`config.mk`:
```
export PLATFORM = sky130hd
export DESIGN_NAME = mlp_layer_sequencer
export DESIGN_NICKNAME = d
export VERILOG_FILES = /design/src/rtl/mlp_layer_sequencer.sv
export SDC_FILE = /design/constraint.sdc
export NUM_CORES = 1
export LEC_CHECK = 0
export BUFFER_PORTS_ARGS = -buffer_cell sky130_fd_sc_hd__buf_2
export CAP_MARGIN = 25
export CELL_PAD_IN_SITES_DETAIL_PLACEMENT = 0
export CELL_PAD_IN_SITES_GLOBAL_PLACEMENT = 2
export CORE_UTILIZATION = 34
export CTS_CLUSTER_DIAMETER = 120
export CTS_CLUSTER_SIZE = 14
export DETAILED_ROUTE_END_ITERATION = 8
export MAX_ROUTING_LAYER = met4
export PLACE_DENSITY = 0.86
export SETUP_SLACK_MARGIN = 0.05
export SYNTH_ARGS = -nofsm -noshare
export SYNTH_HDL_FRONTEND = slang
export SYNTH_SLANG_ARGS = --single-unit
```
`constraint.sdc`:
```
create_clock -name clk -period 5.45 [get_ports clk]
set_input_delay 0.2725 -clock clk [delete_from_list [all_inputs] [get_ports clk]]
set_output_delay 0.2725 -clock clk [all_outputs]
set_load 0.03 [all_outputs]
```
`src/rtl/mlp_layer_sequencer.sv`:
```
// Address and handshake sequencer for the two-layer MLP datapath.
// Walks layer 1 (neuron i over inputs j), then layer 2 (output k over hidden h).
module mlp_layer_sequencer #(
    parameter int N_IN   = 784,
    parameter int N_HID  = 200,
    parameter int N_OUT  = 10,
    parameter int W1_AW  = 18,
    parameter int IN_AW  = 10,
    parameter int W2_AW  = 12,
    parameter int HID_AW = 8
) (
    input  logic              clk,
    input  logic              reset,
    input  logic              start,
    output logic              busy,
    output logic              done,
    output logic [W1_AW-1:0]  w1_addr,
    output logic [IN_AW-1:0]  in_addr,
    output logic              mac1_start,
    input  logic              mac1_done,
    output logic              hid_wr_en,
    output logic [HID_AW-1:0] hid_wr_addr,
    output logic [W2_AW-1:0]  w2_addr,
    output logic [HID_AW-1:0] hid_rd_addr,
    output logic              mac2_start,
    input  logic              mac2_done,
    output logic [3:0]        out_idx,
    output logic              out_valid
);

    typedef enum logic [2:0] {
        IDLE, L1_RUN, L1_WAIT, L1_WB, L2_RUN, L2_WAIT, L2_WB, FIN
    } state_t;

    localparam logic [IN_AW-1:0]  J_LAST  = IN_AW'(N_IN - 1);
    localparam logic [HID_AW-1:0] I_LAST  = HID_AW'(N_HID - 1);
    localparam logic [HID_AW-1:0] H_LAST  = HID_AW'(N_HID - 1);
    localparam logic [3:0]        K_LAST  = 4'(N_OUT - 1);
    localparam logic [W1_AW-1:0]  W1_STEP = W1_AW'(N_IN);
    localparam logic [W2_AW-1:0]  W2_STEP = W2_AW'(N_HID);

    state_t              r_state;
    state_t              w_nextState;
    logic [IN_AW-1:0]    r_j;
    logic [HID_AW-1:0]   r_i;
    logic [HID_AW-1:0]   r_h;
    logic [3:0]          r_k;
    logic [W1_AW-1:0]    r_base1;
    logic [W2_AW-1:0]    r_base2;
    logic                w_jLast;
    logic                w_iLast;
    logic                w_hLast;
    logic                w_kLast;

    assign w_jLast = (r_j == J_LAST);
    assign w_iLast = (r_i == I_LAST);
    assign w_hLast = (r_h == H_LAST);
    assign w_kLast = (r_k == K_LAST);

    always_ff @(posedge clk) begin
        if (reset) begin
            r_state <= IDLE;
        end else begin
            r_state <= w_nextState;
        end
    end

    // FIN accepts start directly so a held start costs only the one done cycle
    always_comb begin
        w_nextState = r_state;
        busy        = 1'b1;
        done        = 1'b0;
        mac1_start  = 1'b0;
        mac2_start  = 1'b0;
        hid_wr_en   = 1'b0;
        out_valid   = 1'b0;
        case (r_state)
            IDLE: begin
                busy = 1'b0;
                if (start) w_nextState = L1_RUN;
            end
            L1_RUN: begin
                if (w_jLast) begin
                    mac1_start  = 1'b1;
                    w_nextState = L1_WAIT;
                end
            end
            L1_WAIT: begin
                if (mac1_done) w_nextState = L1_WB;
            end
            L1_WB: begin
                hid_wr_en   = 1'b1;
                w_nextState = w_iLast ? L2_RUN : L1_RUN;
            end
            L2_RUN: begin
                if (w_hLast) begin
                    mac2_start  = 1'b1;
                    w_nextState = L2_WAIT;
                end
            end
            L2_WAIT: begin
                if (mac2_done) w_nextState = L2_WB;
            end
            L2_WB: begin
                out_valid   = 1'b1;
                w_nextState = w_kLast ? FIN : L2_RUN;
            end
            FIN: begin
                busy        = 1'b0;
                done        = 1'b1;
                w_nextState = start ? L1_RUN : IDLE;
            end
            default: w_nextState = IDLE;
        endcase
    end

    // Base registers step by one row per neuron so no multiplier is needed
    always_ff @(posedge clk) begin
        if (reset) begin
            r_i     <= '0;
            r_j     <= '0;
            r_k     <= '0;
            r_h     <= '0;
            r_base1 <= '0;
            r_base2 <= '0;
        end else begin
            case (r_state)
                IDLE, FIN: begin
                    r_i     <= '0;
                    r_j     <= '0;
                    r_k     <= '0;
                    r_h     <= '0;
                    r_base1 <= '0;
                    r_base2 <= '0;
                end
                L1_RUN: begin
                    if (!w_jLast) r_j <= r_j + 1'b1;
                end
                L1_WB: begin
                    if (w_iLast) begin
                        r_k     <= '0;
                        r_h     <= '0;
                        r_base2 <= '0;
                    end else begin
                        r_i     <= r_i + 1'b1;
                        r_j     <= '0;
                        r_base1 <= r_base1 + W1_STEP;
                    end
                end
                L2_RUN: begin
                    if (!w_hLast) r_h <= r_h + 1'b1;
                end
                L2_WB: begin
                    if (!w_kLast) begin
                        r_k     <= r_k + 1'b1;
                        r_h     <= '0;
                        r_base2 <= r_base2 + W2_STEP;
                    end
                end
                default: begin
                end
            endcase
        end
    end

    assign w1_addr     = r_base1 + W1_AW'(r_j);
    assign in_addr     = r_j;
    assign hid_wr_addr = r_i;
    assign w2_addr     = r_base2 + W2_AW'(r_h);
    assign hid_rd_addr = r_h;
    assign out_idx     = r_k;

endmodule

```
==> summary.md <==
| Metric | Value |
|---|---|
| Outcome | `finished clean` |
| Area growth, synth to finish | `14.4%` |
| Final hold vios | `0` |
| Worst hold start | `reset` |
| Flop2flop setup slack | `3.19 ns` |
| Crit path launch type | `flop` |
| Detailed Place HPWL | `6.75 mm` |
| Vias/cell | `between 5 and 6` |
| Worst r2r path cells | `6` |
| Hold Path Depth | `2` |
| Final routed DRC violation total | `0` |
| Largest net degree at the start of global routing | `24` |
| Reg-to-reg critical path startpoint | `r_state[2]` |
| R2r endpoint | `r_base2[7]` |
| Core area | `9910 um^2` |
| ANT nets after route | `0` |
| Grt total ovfl | `0` |
| Final period demand of the worst path | `2.71 ns` |
| Die area | `10800 um^2` |
| Predominant post-synthesis flop cell | `dfxtp_1` |
| H-tree levels | `2` |
| Clock buffer depth | `2` |
| GP Congestion | `0.806` |
| Post-CTS setup buffer count | `0` |
| List of most frequent post-synthesis cells | `56 x dfxtp_1, 56 x nor2_1, 37 x a21oi_1` |
| Drt first-iter violations | `147` |
| CP startpoint | `hid_rd_addr[4]` |
| FFs w/ async S/R, synth | `0%` |
| WL final | `8.93 mm` |
| Final nets | `521` |
| Hold Path Sink | `r_base1[4]` |
| Root Driver | `clkbuf_8` |
| Starting Density | `a little over a third` |
| Setup Crit Path Kind | `flop to output port` |
| Pwr/cell area | `230 nW/um^2` |
| DR vias | `3319` |
| Final setup fails | `0` |
| Count of input and output buffers | `70` |
| Seq/Total Area, Yosys | `between 30% and 40%` |
| Post-synthesis instance area | `3530 um^2` |
| Final clock skew | `0.00702 ns` |
| Setup TNS | `0 ns` |
| Maximum vdd drop | `approximately 0.11 mV` |
| # placed instances | `622` |
| Clk slew on worst S/H paths | `0.10 ns` |
| # clock sinks | `56` |
| Fin Hold WS | `0.403 ns` |
| Crit path arrival time | `2.44 ns` |
| First-pass GRT wire length | `15.1 mm` |
| Post-Layout Cell Count | `between 600 and 700` |
| Cell Rows | `36` |
| Syn_nets | `468` |
| CTS resizes | `0` |
| Skew-Pair Late Insertion Delay | `0.31 ns` |
| Ports | `71` |
| Yosys top cell area share | `between 30% and 40%` |
| # hold bufs at CTS | `0` |
| Initial antenna violation count | `1` |
| Final Max Tran Viols | `0` |
| Synth warn | `0` |
| Yosys cell types | `57` |
| Critical path required time | `5.18 ns` |
| Finished Cell Area | `4040 um^2` |
| Leakage Power | `1.67 nW` |
| TritonCTS clock tree | `yes` |
| Avg Synthesized Cell Area | `7.95 um^2` |
| GRT Resource Usage Total | `17.3%` |
| Die X | `104 um` |
| Fin crit share | `49.8%` |
| RSZ-0062 raised after global routing | `no` |
| Hold WC Path Type | `input pin to flop` |
| EDFF count, synth | `0` |
| Mean routed wirelength per cell | `14.1 um` |
| Largest area contributor in the netlist | `dfxtp_1` |
| Setup crit end kind | `output port` |
| Area contributors post-synth | `dfxtp_1 32%, xnor2_1 7.4%, ha_1 6.7%` |
| Cells after Synth | `444` |
| Synthesis-stage register bit count | `56` |
| Max cap viols | `0` |
| CP Max Fanout | `7` |
| Worst slew pin tran | `0.620 ns` |
| Layout cells sized above 1 | `18.1%` |
| F_max | `0.369 GHz` |
| Vias in the first global route | `3081` |
| Die height | `~100 um` |
| TritonCTS Buffers | `5` |
| Max_slew headroom | `58.3%` |
| DP Area | `3940 um^2` |
| Drt first pass iters | `4` |
power breakdown:
| group | total, mW | switching (mW) | internal [mW] |
|---|---|---|---|
| clock | 0.237 | 0.135 | 0.102 |
| combinational | 0.247 | 0.174 | 0.0732 |
| sequential | 0.444 | 0.0227 | 0.422 |
| total | 0.928 | 0.331 | 0.597 |
metrics by stage:
step                      total power, mW  worst slack (ns)  utilization [%]
final                               0.928              2.74             40.7
after CTS                           0.940              2.72             40.7
after global placement              0.697              3.00             39.6
after floorplan                     0.647              2.99                -
after detailed placement            0.700              2.92             39.7
after global routing                0.984              2.48             40.7
worst max-delay path by stage:
stage / endpoint / slack (ns) / cells after the start
after CTS: w2_addr[11] / 2.72 / 7
after floorplan: w1_addr[12] / 2.99 / 6
after detailed placement: r_base1[16] / 2.92 / 4
final: w2_addr[11] / 2.74 / 7
after global placement: hid_rd_addr[7] / 3.00 / 6
after global routing: w2_addr[11] / 2.48 / 7
logic make-up (layout without fill, tap and decap cells):
logic type	count (synthesis)	after routing	synth area share (%)
compound gates	103	103	18.3
xor+xnor	40	40	9.93
fa+ha+maj	19	19	6.74
buf+inv	40	94	4.89
flops	56	56	31.8
mux	4	4	1.13
other cells	1	2	0.106
simple gates	181	181	27.1
layout make-up:
type | instances | area [um^2]
multi-input cells | 348 | 2240
diodes | 1 | 2.50
clock inverters | 2 | 10.0
inverters | 14 | 52.6
fillers | 1069 | 5870
flip-flops and latches | 56 | 1120
well taps | 133 | 166
clock buffers | 6 | 82.6
repair buffers | 72 | 367
worst max-delay path, cell delays in order (launching register included):
cell and delay [ns]:
dfxtp_1 0.48, ha_1 0.31, a21oi_1 0.24, o21bai_1 0.09, a21oi_1 0.39, nor4b_1 0.11
a311o_1 0.33, buf_2 0.18
placed cells by master (no fill, tap or decap), types with 2 or more instances in the layout:
| master | synthesis | routed |
|---|---|---|
| o2111ai_1 | 3 | 3 |
| a31oi_1 | 4 | 4 |
| a21oi_1 | 37 | 37 |
| xor2_1 | 10 | 10 |
| nand4_1 | 8 | 8 |
| nor4_1 | 6 | 6 |
| a211oi_1 | 6 | 6 |
| a211o_1 | 2 | 2 |
| nand3b_1 | 4 | 4 |
| clkinv_2 | 0 | 2 |
| and3_1 | 13 | 13 |
| ha_1 | 19 | 19 |
| and2_1 | 6 | 6 |
| nand2b_1 | 3 | 3 |
| nand2_1 | 28 | 28 |
| a31o_2 | 3 | 3 |
| nor3_1 | 8 | 8 |
| xnor2_1 | 30 | 30 |
| or3_1 | 8 | 8 |
| o211ai_1 | 2 | 2 |
| dfxtp_1 | 56 | 56 |
| a311oi_1 | 4 | 4 |
| mux2i_1 | 4 | 4 |
| nor2b_1 | 3 | 3 |
| inv_1 | 13 | 13 |
| o211a_1 | 2 | 2 |
| o21ai_0 | 25 | 25 |
| o21a_1 | 2 | 2 |
| a311o_1 | 2 | 2 |
| buf_2 | 6 | 71 |
| nor4b_1 | 2 | 2 |
| clkbuf_8 | 0 | 6 |
| or4_1 | 4 | 4 |
| o22ai_1 | 2 | 2 |
| nand3_1 | 20 | 20 |
| or3b_1 | 2 | 2 |
| nor2_1 | 56 | 56 |
| nand4b_1 | 2 | 2 |
| nor4bb_1 | 2 | 2 |
routing by layer:
metal | part of all wire (%) | GRT usage [%]
met1 | 48 | 22.2
met2 | 46 | 28.5
met3 | 4.8 | 3.32
met4 | 0.81 | 3.37
met5 | 0 | -
registers in the layout, indices dropped and copies added (netlist names):
| signal | flops |
|---|---|
| hid_rd_addr | 8 |
| hid_wr_addr | 8 |
| in_addr | 10 |
| out_idx | 4 |
| r_base1 | 14 |
| r_base2 | 9 |
| r_state | 3 |
Power figures use the tool's default switching activity.
